<file path="config.mk">
export PLATFORM = sky130hd
export DESIGN_NAME = proc_ctrl
export DESIGN_NICKNAME = d
export VERILOG_FILES = /design/src/rtl/proc_pkg.sv /design/src/rtl/dec3to8.sv /design/src/rtl/proc_ctrl.sv
export SDC_FILE = /design/constraint.sdc
export NUM_CORES = 1
export LEC_CHECK = 0
export BUFFER_PORTS_ARGS = -buffer_cell sky130_fd_sc_hd__buf_2
export CAP_MARGIN = 20
export CORE_MARGIN = 2
export CORE_UTILIZATION = 41
export CTS_CLUSTER_DIAMETER = 100
export DETAILED_ROUTE_END_ITERATION = 8
export PLACE_DENSITY = 0.69
export SETUP_SLACK_MARGIN = 0.1
export SKIP_LAST_GASP = 1
export SLEW_MARGIN = 25
export SYNTH_ARGS = -nofsm -noshare
export SYNTH_HDL_FRONTEND = slang
export SYNTH_HIERARCHICAL = 1
export SYNTH_SLANG_ARGS = --single-unit
</file>
<file path="constraint.sdc">
create_clock -name Clock -period 1.4 [get_ports Clock]
set_input_delay 0.14 -clock Clock [delete_from_list [all_inputs] [get_ports Clock]]
set_output_delay 0.14 -clock Clock [all_outputs]
set_load 0.005 [all_outputs]
</file>
<file path="src/rtl/proc_pkg.sv">
// Shared definitions for the simple 16-bit processor control unit and its datapath.
package proc_pkg;

    localparam int unsigned IR_W   = 9;
    localparam int unsigned SEL_W  = 3;
    localparam int unsigned REG_N  = 8;
    localparam int unsigned OP_HI  = 8;
    localparam int unsigned OP_LO  = 6;
    localparam int unsigned X_HI   = 5;
    localparam int unsigned X_LO   = 3;
    localparam int unsigned Y_HI   = 2;
    localparam int unsigned Y_LO   = 0;

    typedef enum logic [SEL_W-1:0] {
        OP_MV  = 3'd0,
        OP_MVI = 3'd1,
        OP_ADD = 3'd2,
        OP_SUB = 3'd3
    } opcode_e;

    typedef enum logic [1:0] {
        T0 = 2'd0,
        T1 = 2'd1,
        T2 = 2'd2,
        T3 = 2'd3
    } state_e;

endpackage

</file>
<file path="src/rtl/dec3to8.sv">
// 3-to-8 one-hot decoder with enable; all-zero output when disabled.
module dec3to8
    import proc_pkg::*;
(
    input  logic             en,
    input  logic [SEL_W-1:0] sel,
    output logic [REG_N-1:0] y
);

    always_comb begin
        y = '0;
        if (en) begin
            y[sel] = 1'b1;
        end
    end

endmodule

</file>
<file path="src/rtl/proc_ctrl.sv">
// Control FSM for the 16-bit processor: captures IR from DIN and sequences
// mv/mvi/add/sub over T0..T3, driving bus selects and load enables.
module proc_ctrl
    import proc_pkg::*;
#(
    parameter int unsigned DATA_W = 16
) (
    input  logic              Clock,
    input  logic              Resetn,
    input  logic              Run,
    input  logic [DATA_W-1:0] DIN,
    output logic              IRin,
    output logic [REG_N-1:0]  Rout,
    output logic              Gout,
    output logic              DINout,
    output logic [REG_N-1:0]  Rin,
    output logic              Ain,
    output logic              Gin,
    output logic              AddSub,
    output logic              Done
);

    state_e             state_q;
    state_e             state_d;
    logic [IR_W-1:0]    ir_q;
    logic               ir_ld;

    logic [SEL_W-1:0]   op;
    logic [SEL_W-1:0]   x_sel;
    logic [SEL_W-1:0]   y_sel;
    logic [REG_N-1:0]   x_oh;
    logic [REG_N-1:0]   y_oh;

    logic               irin_c;
    logic [REG_N-1:0]   rout_c;
    logic               gout_c;
    logic               dinout_c;
    logic [REG_N-1:0]   rin_c;
    logic               ain_c;
    logic               gin_c;
    logic               addsub_c;
    logic               done_c;

    // Only the top IR_W bits of DIN form the instruction word.
    logic               unused_din;
    assign unused_din = ^DIN[DATA_W-IR_W-1:0];

    assign op    = ir_q[OP_HI:OP_LO];
    assign x_sel = ir_q[X_HI:X_LO];
    assign y_sel = ir_q[Y_HI:Y_LO];

    dec3to8 u_dec_x (
        .en  (Resetn),
        .sel (x_sel),
        .y   (x_oh)
    );

    dec3to8 u_dec_y (
        .en  (Resetn),
        .sel (y_sel),
        .y   (y_oh)
    );

    // State and instruction register.
    always_ff @(posedge Clock or negedge Resetn) begin
        if (!Resetn) begin
            state_q <= T0;
            ir_q    <= '0;
        end else begin
            state_q <= state_d;
            if (ir_ld) begin
                ir_q <= DIN[DATA_W-1 -: IR_W];
            end
        end
    end

    // Next-state and per-step control decode.
    always_comb begin
        state_d  = state_q;
        ir_ld    = 1'b0;
        irin_c   = 1'b0;
        rout_c   = '0;
        gout_c   = 1'b0;
        dinout_c = 1'b0;
        rin_c    = '0;
        ain_c    = 1'b0;
        gin_c    = 1'b0;
        addsub_c = 1'b0;
        done_c   = 1'b0;

        case (state_q)
            T0: begin
                if (Run) begin
                    irin_c  = 1'b1;
                    ir_ld   = 1'b1;
                    state_d = T1;
                end
            end
            T1: begin
                case (op)
                    OP_MV: begin
                        rout_c  = y_oh;
                        rin_c   = x_oh;
                        done_c  = 1'b1;
                        state_d = T0;
                    end
                    OP_MVI: begin
                        dinout_c = 1'b1;
                        rin_c    = x_oh;
                        done_c   = 1'b1;
                        state_d  = T0;
                    end
                    OP_ADD, OP_SUB: begin
                        rout_c  = x_oh;
                        ain_c   = 1'b1;
                        state_d = T2;
                    end
                    default: begin
                        done_c  = 1'b1;
                        state_d = T0;
                    end
                endcase
            end
            T2: begin
                rout_c   = y_oh;
                gin_c    = 1'b1;
                addsub_c = (op == OP_SUB);
                state_d  = T3;
            end
            T3: begin
                gout_c  = 1'b1;
                rin_c   = x_oh;
                done_c  = 1'b1;
                state_d = T0;
            end
            default: state_d = T0;
        endcase
    end

    // Reset forces every control line low without waiting for a clock.
    assign IRin   = Resetn & irin_c;
    assign Rout   = Resetn ? rout_c : '0;
    assign Gout   = Resetn & gout_c;
    assign DINout = Resetn & dinout_c;
    assign Rin    = Resetn ? rin_c : '0;
    assign Ain    = Resetn & ain_c;
    assign Gin    = Resetn & gin_c;
    assign AddSub = Resetn & addsub_c;
    assign Done   = Resetn & done_c;

    a_bus_one_source: assert property (@(posedge Clock) disable iff (!Resetn)
        $onehot0({|Rout, Gout, DINout}));
    a_rout_onehot: assert property (@(posedge Clock) disable iff (!Resetn)
        $onehot0(Rout));
    a_rin_onehot: assert property (@(posedge Clock) disable iff (!Resetn)
        $onehot0(Rin));
    a_done_pulse: assert property (@(posedge Clock) disable iff (!Resetn)
        Done |=> !Done);

endmodule

</file>
# ---- Yosys cells after proc, flatten, opt, wreduce, memory -nomap -nowiden
# Cells that the tools add are included.
dict set report totals {
  regBits 11
  in_bits 19
  out_inout_bits 23
}
dict set report classes {
  order_cmp 4
  eq_ne 7
  mux 24
  bitwise 7
  reduce_logical 6
}
# cell count
set ops {}
lappend ops {{$pmux 8 s2} 3}
lappend ops {{$mux 8} 3}
lappend ops {{$mux 1} 12}
lappend ops {{$lt 3x4->1 const B} 2}
lappend ops {{$pmux 2 s4} 1}
lappend ops {{$and 1x1->1} 7}
lappend ops {{$demux 1 s3} 2}
lappend ops {{$eq 3x2->1 const B} 2}
lappend ops {{$ge 3x1->1 const B} 2}
lappend ops {{$eq 2x2->1 const B} 2}
lappend ops {{$mux 2} 2}
lappend ops {{$reduce_or 2->1} 2}
lappend ops {{$eq 3x1->1 const B} 1}
lappend ops {{$logic_not 3->1} 1}
lappend ops {{$eq 2x1->1 const B} 1}
lappend ops {{$logic_and 1x1->1} 2}
lappend ops {{$logic_not 2->1} 1}
lappend ops {{$ne 2x2->1 const B} 1}
lappend ops {{$pmux 1 s2} 1}

# ---- Depth between registers and ports, before layout
# Gate-level depths: netlist of run 1.
dict set report depth {
  word_depth 7
  depth_mapped 6
  depth_no_buf 5
}

# ---- Cells and area by module
# The synthesis of run 1 kept the hierarchy.
# module n_inst cells_each area_each_um2 seq_area_each_um2
set by_module_without_submodules {}
lappend by_module_without_submodules {proc_ctrl 1 81 768.2 275.3}
lappend by_module_without_submodules {{dec3to8 (u_dec_x)} 1 8 96.3 0.0}
lappend by_module_without_submodules {{dec3to8 (u_dec_y)} 1 8 95.1 0.0}

# ---- Worst setup path before layout of run 1
# OpenSTA, ideal clock, no wires.
dict set report synth_path {
  kind {register -> output}
  start {reg state_q[0]}
  end {out AddSub}
  t_arrival_ns 1.233
  t_required_ns 1.260
  slack_ns 0.027
  stages_incl_launch_ff 6
  n_path_buf 1
  cell_sequence {dfrtp_1 > inv_1 > ha_1 > clkbuf_1 > and2_1 > and4b_1}
}
dict set report synth_between {
  elab_chain_len 3
}
# item line
set synth_rtl {}
lappend synth_rtl {{start: declaration} proc_ctrl.sv:23} ;# state_e state_q;
lappend synth_rtl {{start signal: assignment} proc_ctrl.sv:70} ;# state_q <= state_d;
lappend synth_rtl {{$eq 2x2->1} proc_ctrl.sv:91} ;# case (state_q)
lappend synth_rtl {{$mux 1} proc_ctrl.sv:91}
lappend synth_rtl {{$and 1x1->1} proc_ctrl.sv:148} ;# assign AddSub = Resetn & addsub_c;
lappend synth_rtl {{end: declaration} proc_ctrl.sv:19} ;# output logic AddSub,
# No other way between the ends.

==> flow_metrics.py, run 1 <==
metrics = {
    "grt": {
        "grt_max_degree": 22,
        "grt_use_total_pct": 20.0,
        "grt_antenna_before_repair": 0,
        "grt_pass1_wl_um": 4000,
        "gr-total-overflow": 0,
        "grt_pass1_vias": 906,
    },
    "logic_synthesis": {
        "yosys_warnings": 6,
        "synth-seq-cells": 11,
        "synthesis.nets": 121,
        "avgSynthCellArea_sq_um": 9.89,
        "ys_seq_area_share_pct": 28.7,
        "ys_types": 25,
        "netlist_instances": 97,
        "syn_area_sq_um": 960,
    },
    "timing": {
        "max_freq_mhz": 556,
        "drv_slew": 0,
        "rsz0062_at_grt": "true",
        "setup_tns_ps": -7080,
        "tightest_slew_ps": 257,
        "worst_slack_ps": -399,
        "finalCriticalPeriod_ps": 1800,
        "finalCritPeriodShare_pct": 129,
        "hold_violations": 0,
        "relSlewSlack_pct": 82.8,
        "setup_viol": 29,
        "skew_ps": 4.18,
    },
    "clock_tree": {
        "numClockSinks": 11,
        "cts_root_buf": "clkbuf_4",
        "cts_tree": "done",
        "clk_pin_slew_ps": 80,
        "htreeDepth": 1,
        "numCtsBuffers": 3,
        "clock_latency_ps": 290,
        "clockBufferDepth": 2,
    },
    "die": {
        "ioPinCount": 42,
        "coreArea_sq_um": 2210,
        "die_area_sq_um": 2740,
        "die_h_um": 52.4,
        "num_rows": 17,
        "die_w_um": 52.4,
        "start_util_pct": 43.4,
    },
    "power": {
        "powerDensity_nw_per_um2": 1720,
        "ir_drop_mv": 1.26,
        "leakagePower_nw": 0.738,
    },
    "final_layout": {
        "stdcell_count": 182,
        "n_antenna_cell": 0,
        "postLayoutCoreUtil_pct": 68.4,
        "multiInputGateArea_sq_um": 825,
        "regArea_sq_um": 277,
        "layout.nets": 179,
        "drive_above_1_share_pct": 66.9,
        "area_growth_pct": 57.6,
        "fillCellCount": 183,
    },
    "run_status": {
        "violations": "negative setup slack",
        "status": "complete, but fails checks",
    },
    "routing": {
        "drt_wl_total_um": 2710,
        "ant_nets": 0,
        "drt-initial-drc-count": 7,
        "wl_per_cell_um": 14.9,
        "first_pass_iters": 4,
        "viasPerCell": 5.34,
        "num_vias": 972,
        "route.detailed.drc": 0,
    },
    "placement": {
        "dpl.cell_count": 169,
        "place_congestion": 0.730,
        "detailed_place_hpwl_um": 1650,
        "port-buffer-count": 34,
    },
    "worst_setup_path": {
        "start_kind": "flop",
        "cp_data_required_time_ps": 1260,
        "crit_fanout": 5,
        "critical_path_class": "reg -> out",
        "end_kind": "output port",
        "cp_data_arrival_time_ps": 1660,
    },
    "worst_hold_path": {
        "worstHoldStart": "DIN[13]",
        "hp-class": "in -> reg",
    },
    "flow_run": {
        "max-cap-violations": 0,
    },
}
cells by family after synthesis:
kind of cell	Yosys count	share of synthesized area, %
AO/OA/AOI/OAI	19	10.2
adder cells (fa/ha/maj)	5	6.52
buffers and inverters	4	2.35
flip-flops	11	28.7
multiplexers	10	11.7
AND/OR/NAND/NOR	48	40.5
worst paths after layout:
path                                         endpoint  slack (ps)  cells past startpoint
max                                           Rout[7]        -400                      6
min in group asynchronous  asynchronous set/reset pin         160                      3
min reg2reg                                   ir_q[0]         670                      1
min                                           ir_q[6]          80                      2
max reg2reg                                      flop         -80                      6
max in group asynchronous                     ir_q[7]         750                      3
layout make-up:
class,instances,area share [%]
multi-input cells,83,54.5
inverters,2,0.496
repair buffers,54,22.7
clock buffers,4,1.74
flip-flops and latches,11,18.3
well taps,28,2.32
synthesized netlist by cell type:
| library cell | count | area (sq um) |
|---|---|---|
| nor2b_1 | 2 | 12.5 |
| nor3b_1 | 1 | 7.51 |
| clkbuf_1 | 1 | 3.75 |
| nor2_1 | 1 | 3.75 |
| and4b_1 | 2 | 20.0 |
| nor4b_4 | 1 | 23.8 |
| ha_1 | 5 | 62.6 |
| o21ai_0 | 8 | 40.0 |
| and3_1 | 2 | 12.5 |
| and4bb_1 | 2 | 25.0 |
| nand2_1 | 10 | 37.5 |
| or2b_1 | 1 | 7.51 |
| and4_2 | 2 | 20.0 |
| o21a_1 | 1 | 7.51 |
| nor3_1 | 1 | 5.00 |
| nor4b_2 | 2 | 30.0 |
| dfrtp_1 | 11 | 275 |
| and4bb_2 | 4 | 50.1 |
| and4b_2 | 5 | 56.3 |
| a21oi_1 | 10 | 50.1 |
| and3b_1 | 1 | 8.76 |
| and2_1 | 11 | 68.8 |
| buf_6 | 1 | 11.3 |
| mux2_2 | 10 | 113 |
| inv_1 | 2 | 7.51 |
cells in the final DEF (no fill, tap or decap), types with 3 or more instances in the layout:
cell type / n
buf_2: 33
buf_4: 14
dfrtp_1: 10
mux2_4: 9
and2_1: 8
nand2_1: 8
a21oi_1: 5
o21ai_2: 5
a21oi_2: 5
and4b_2: 5
clkbuf_4: 4
and4bb_2: 4
and2_4: 3
ha_4: 3
sequential cells by signal, summed over array words and instances, names as in the netlist, named ones only:
register and flops:
state_q 1, ir_q 9
worst max-delay path: stages (launching register included):
cell and delay (ps):
dfrtp_1 410, buf_4 160, ha_4 150, clkdlybuf4s18_2 260
o21ai_1 170, a21oi_1 80, buf_2 130
routing by layer:
| layer | wire length [um] | global-route usage, % | up-vias |
|---|---|---|---|
| met5 | 0 | 0 | - |
| met4 | 48 | 7.26 | 0 |
| met3 | 125 | 3.14 | 7 |
| met2 | 1350 | 34.6 | 23 |
| met1 | 1180 | 24.9 | 462 |
| li1 | - | - | 480 |
power by group:
group	switching (W)	internal, W
clock network	0.000127	0.000111
logic	0.000665	0.000932
registers	0.000283	0.000482
through the flow:
step                instance area, sq um  hold WS, ps  setup slack (ps)  power (W)
finish                              1510         82.5              -399    0.00260
global route                        1510         86.4              -470    0.00277
CTS                                 1400         86.3              -356    0.00224
detailed placement                  1250         52.1              -121    0.00182
global placement                    1250         47.2              -105    0.00178
floorplan                            971         -156              48.0    0.00143
repair_timing:
action,CTS,global route
cloned,1,0
setup buffers,2,3
hold endpoints to repair,3,0
hold buffers,3,0
gates resized for setup,21,22
endpoints found under the setup margin,34,34
pin swaps,18,7
Power figures use the tool's default switching activity.
==> run 2, diff against run 1 <==
ABC_AREA = 0   (was not set)
CORE_MARGIN = 3   (was 2)
CTS_CLUSTER_DIAMETER = 40   (was 100)
==> run 2 against run 1 <==
Net effect: the run still ends with negative setup slack left; register-to-register slack better by 90 ps; hold slack worse by 24 ps; critical path depth increased by 1; die area increased by 7.8%; clock power shrank 9.7%; maximum frequency rose by 4.9%; final area is 5.4% lower; sequential share of layout area rose by 1.0 points; via count is 5.6% lower; setup slack better by 84 ps; sequential power is 2% higher; largest cell class unchanged; largest power group unchanged; highest routed layer unchanged.
==> flow_metrics.py, run 2 (synthesis gave the netlist of run 1 again) <==
metrics = {
    "timing": {
        "finalCritPeriodShare_pct": 123,
        "rsz0062_at_grt": "true",
        "whs_ps": 58.6,
        "setup_viol": 23,
        "drv_slew": 0,
        "tightest_slew_ps": 352,
        "setup_tns_ps": -4920,
        "max_freq_mhz": 583,
        "worst_slack_ps": -316,
        "finalCriticalPeriod_ps": 1720,
        "skew_ps": 2.78,
        "relSlewSlack_pct": 76.6,
        "hold_violations": 0,
    },
    "worst_setup_path": {
        "end_kind": "output port",
        "r2r_slack_ps": 10,
        "critical_path_class": "reg -> out",
        "cp_data_required_time_ps": 1260,
        "endpoint": "Rout[4]",
        "reg2reg_to": "ir_q[2]",
        "start_kind": "flop",
        "ff2ff_path_depth": 6,
        "crit_fanout": 8,
        "cp_data_arrival_time_ps": 1580,
    },
    "routing": {
        "route.detailed.drc": 0,
        "num_vias": 918,
        "ant_nets": 0,
        "first_pass_iters": 4,
        "drt-initial-drc-count": 19,
        "wl_per_cell_um": 14.4,
        "viasPerCell": 5.31,
        "drt_wl_total_um": 2500,
    },
    "die": {
        "num_rows": 16,
        "die_h_um": 54.4,
        "coreArea_sq_um": 2080,
        "die_w_um": 54.4,
        "die_area_sq_um": 2960,
        "start_util_pct": 46.1,
        "ioPinCount": 42,
    },
    "final_layout": {
        "area_growth_pct": 49.2,
        "stdcell_count": 173,
        "layout.nets": 171,
        "postLayoutCoreUtil_pct": 68.8,
        "multiInputGateArea_sq_um": 820,
        "n_antenna_cell": 0,
        "layout_common_cells": "buf_2, and2_1, dfrtp_1",
        "final_common_cell": "buf_2",
        "regMostFlops": "ir_q",
        "largest_reg_flops": 9,
        "fillCellCount": 173,
        "top_regs": "ir_q (9), state_q (1)",
        "regArea_sq_um": 277,
        "stdcell_area_sq_um": 1430,
        "drive_above_1_share_pct": 63.7,
    },
    "worst_hold_path": {
        "hp-class": "in -> async",
    },
    "power": {
        "ir_drop_mv": 1.12,
        "powerDensity_nw_per_um2": 1740,
        "leakagePower_nw": 0.677,
    },
    "clock_tree": {
        "clockBufferDepth": 2,
        "cts_tree": "done",
        "htreeDepth": 1,
        "numCtsBuffers": 3,
        "clock_latency_ps": 260,
        "numClockSinks": 11,
        "cts_root_buf": "clkbuf_4",
        "clk_pin_slew_ps": 70,
    },
    "placement": {
        "place_area_sq_um": 1210,
        "place_congestion": 0.749,
        "port-buffer-count": 34,
        "dpl.cell_count": 163,
        "detailed_place_hpwl_um": 1670,
    },
    "grt": {
        "grt_pass1_vias": 865,
        "grt_use_total_pct": 18.6,
        "grt_antenna_before_repair": 0,
        "gr-total-overflow": 0,
        "grt_max_degree": 27,
        "grt_pass1_wl_um": 3950,
    },
    "run_status": {
        "status": "complete, but fails checks",
        "violations": "negative setup slack",
    },
    "flow_run": {
        "max-cap-violations": 0,
    },
}
[run 2: critical path, cell delays in order, from the launching register on]
cell and delay [ps]:
dfrtp_1 390, inv_2 80, ha_4 140, nor4b_4 200
buf_6 160, o21ai_0 80, a21oi_1 140, buf_2 130
[run 2: metal layers]
layer	vias to the layer above	routed length, um	track usage, %
met5	-	0	0
met3	2	139	2.45
met4	0	20	8.71
met1	431	1150	25.3
li1	462	-	-
met2	23	1190	29.1
[run 2: repair_timing]
item,in CTS,in global routing
hold buffers,1,0
setup endpoints to repair,33,34
gates cloned,0,1
pin swaps,13,7
buffers inserted,2,3
resized for setup,17,18
hold endpoints to repair,2,0
[run 2: cell type report]
class,count,share of cell area (%)
clock buffers,4,1.84
flip-flops and latches,11,19.3
well taps,27,2.36
inverters,2,0.524
multi-input cells,83,57.3
repair buffers,46,18.7
[run 2: power breakdown]
| group | leakage, nW | switching (W) | internal (W) |
|---|---|---|---|
| Combinational | 0.533 | 0.000638 | 0.000857 |
| Clock | 0.0150 | 0.000104 | 0.000110 |
| Sequential | 0.130 | 0.000299 | 0.000482 |
[run 2: worst min-delay path by stage]
stage	endpoint	slack, ps	cells past startpoint
after floorplan	asynchronous set/reset pin	-160	0
after global placement	asynchronous set/reset pin	60	1
after detailed placement	asynchronous set/reset pin	60	1
after CTS	ir_q[8]	30	2
after global routing	ir_q[8]	90	2
final	ir_q[6]	60	2
[run 2: stage by stage]
stage | worst slack [ps] | power (W)
5_1_grt | -458 | 0.00271
6_report | -316 | 0.00249
3_5_place_dp | -121 | 0.00178
2_1_floorplan | 48.0 | 0.00143
3_3_place_gp | -104 | 0.00172
4_1_cts | -318 | 0.00220
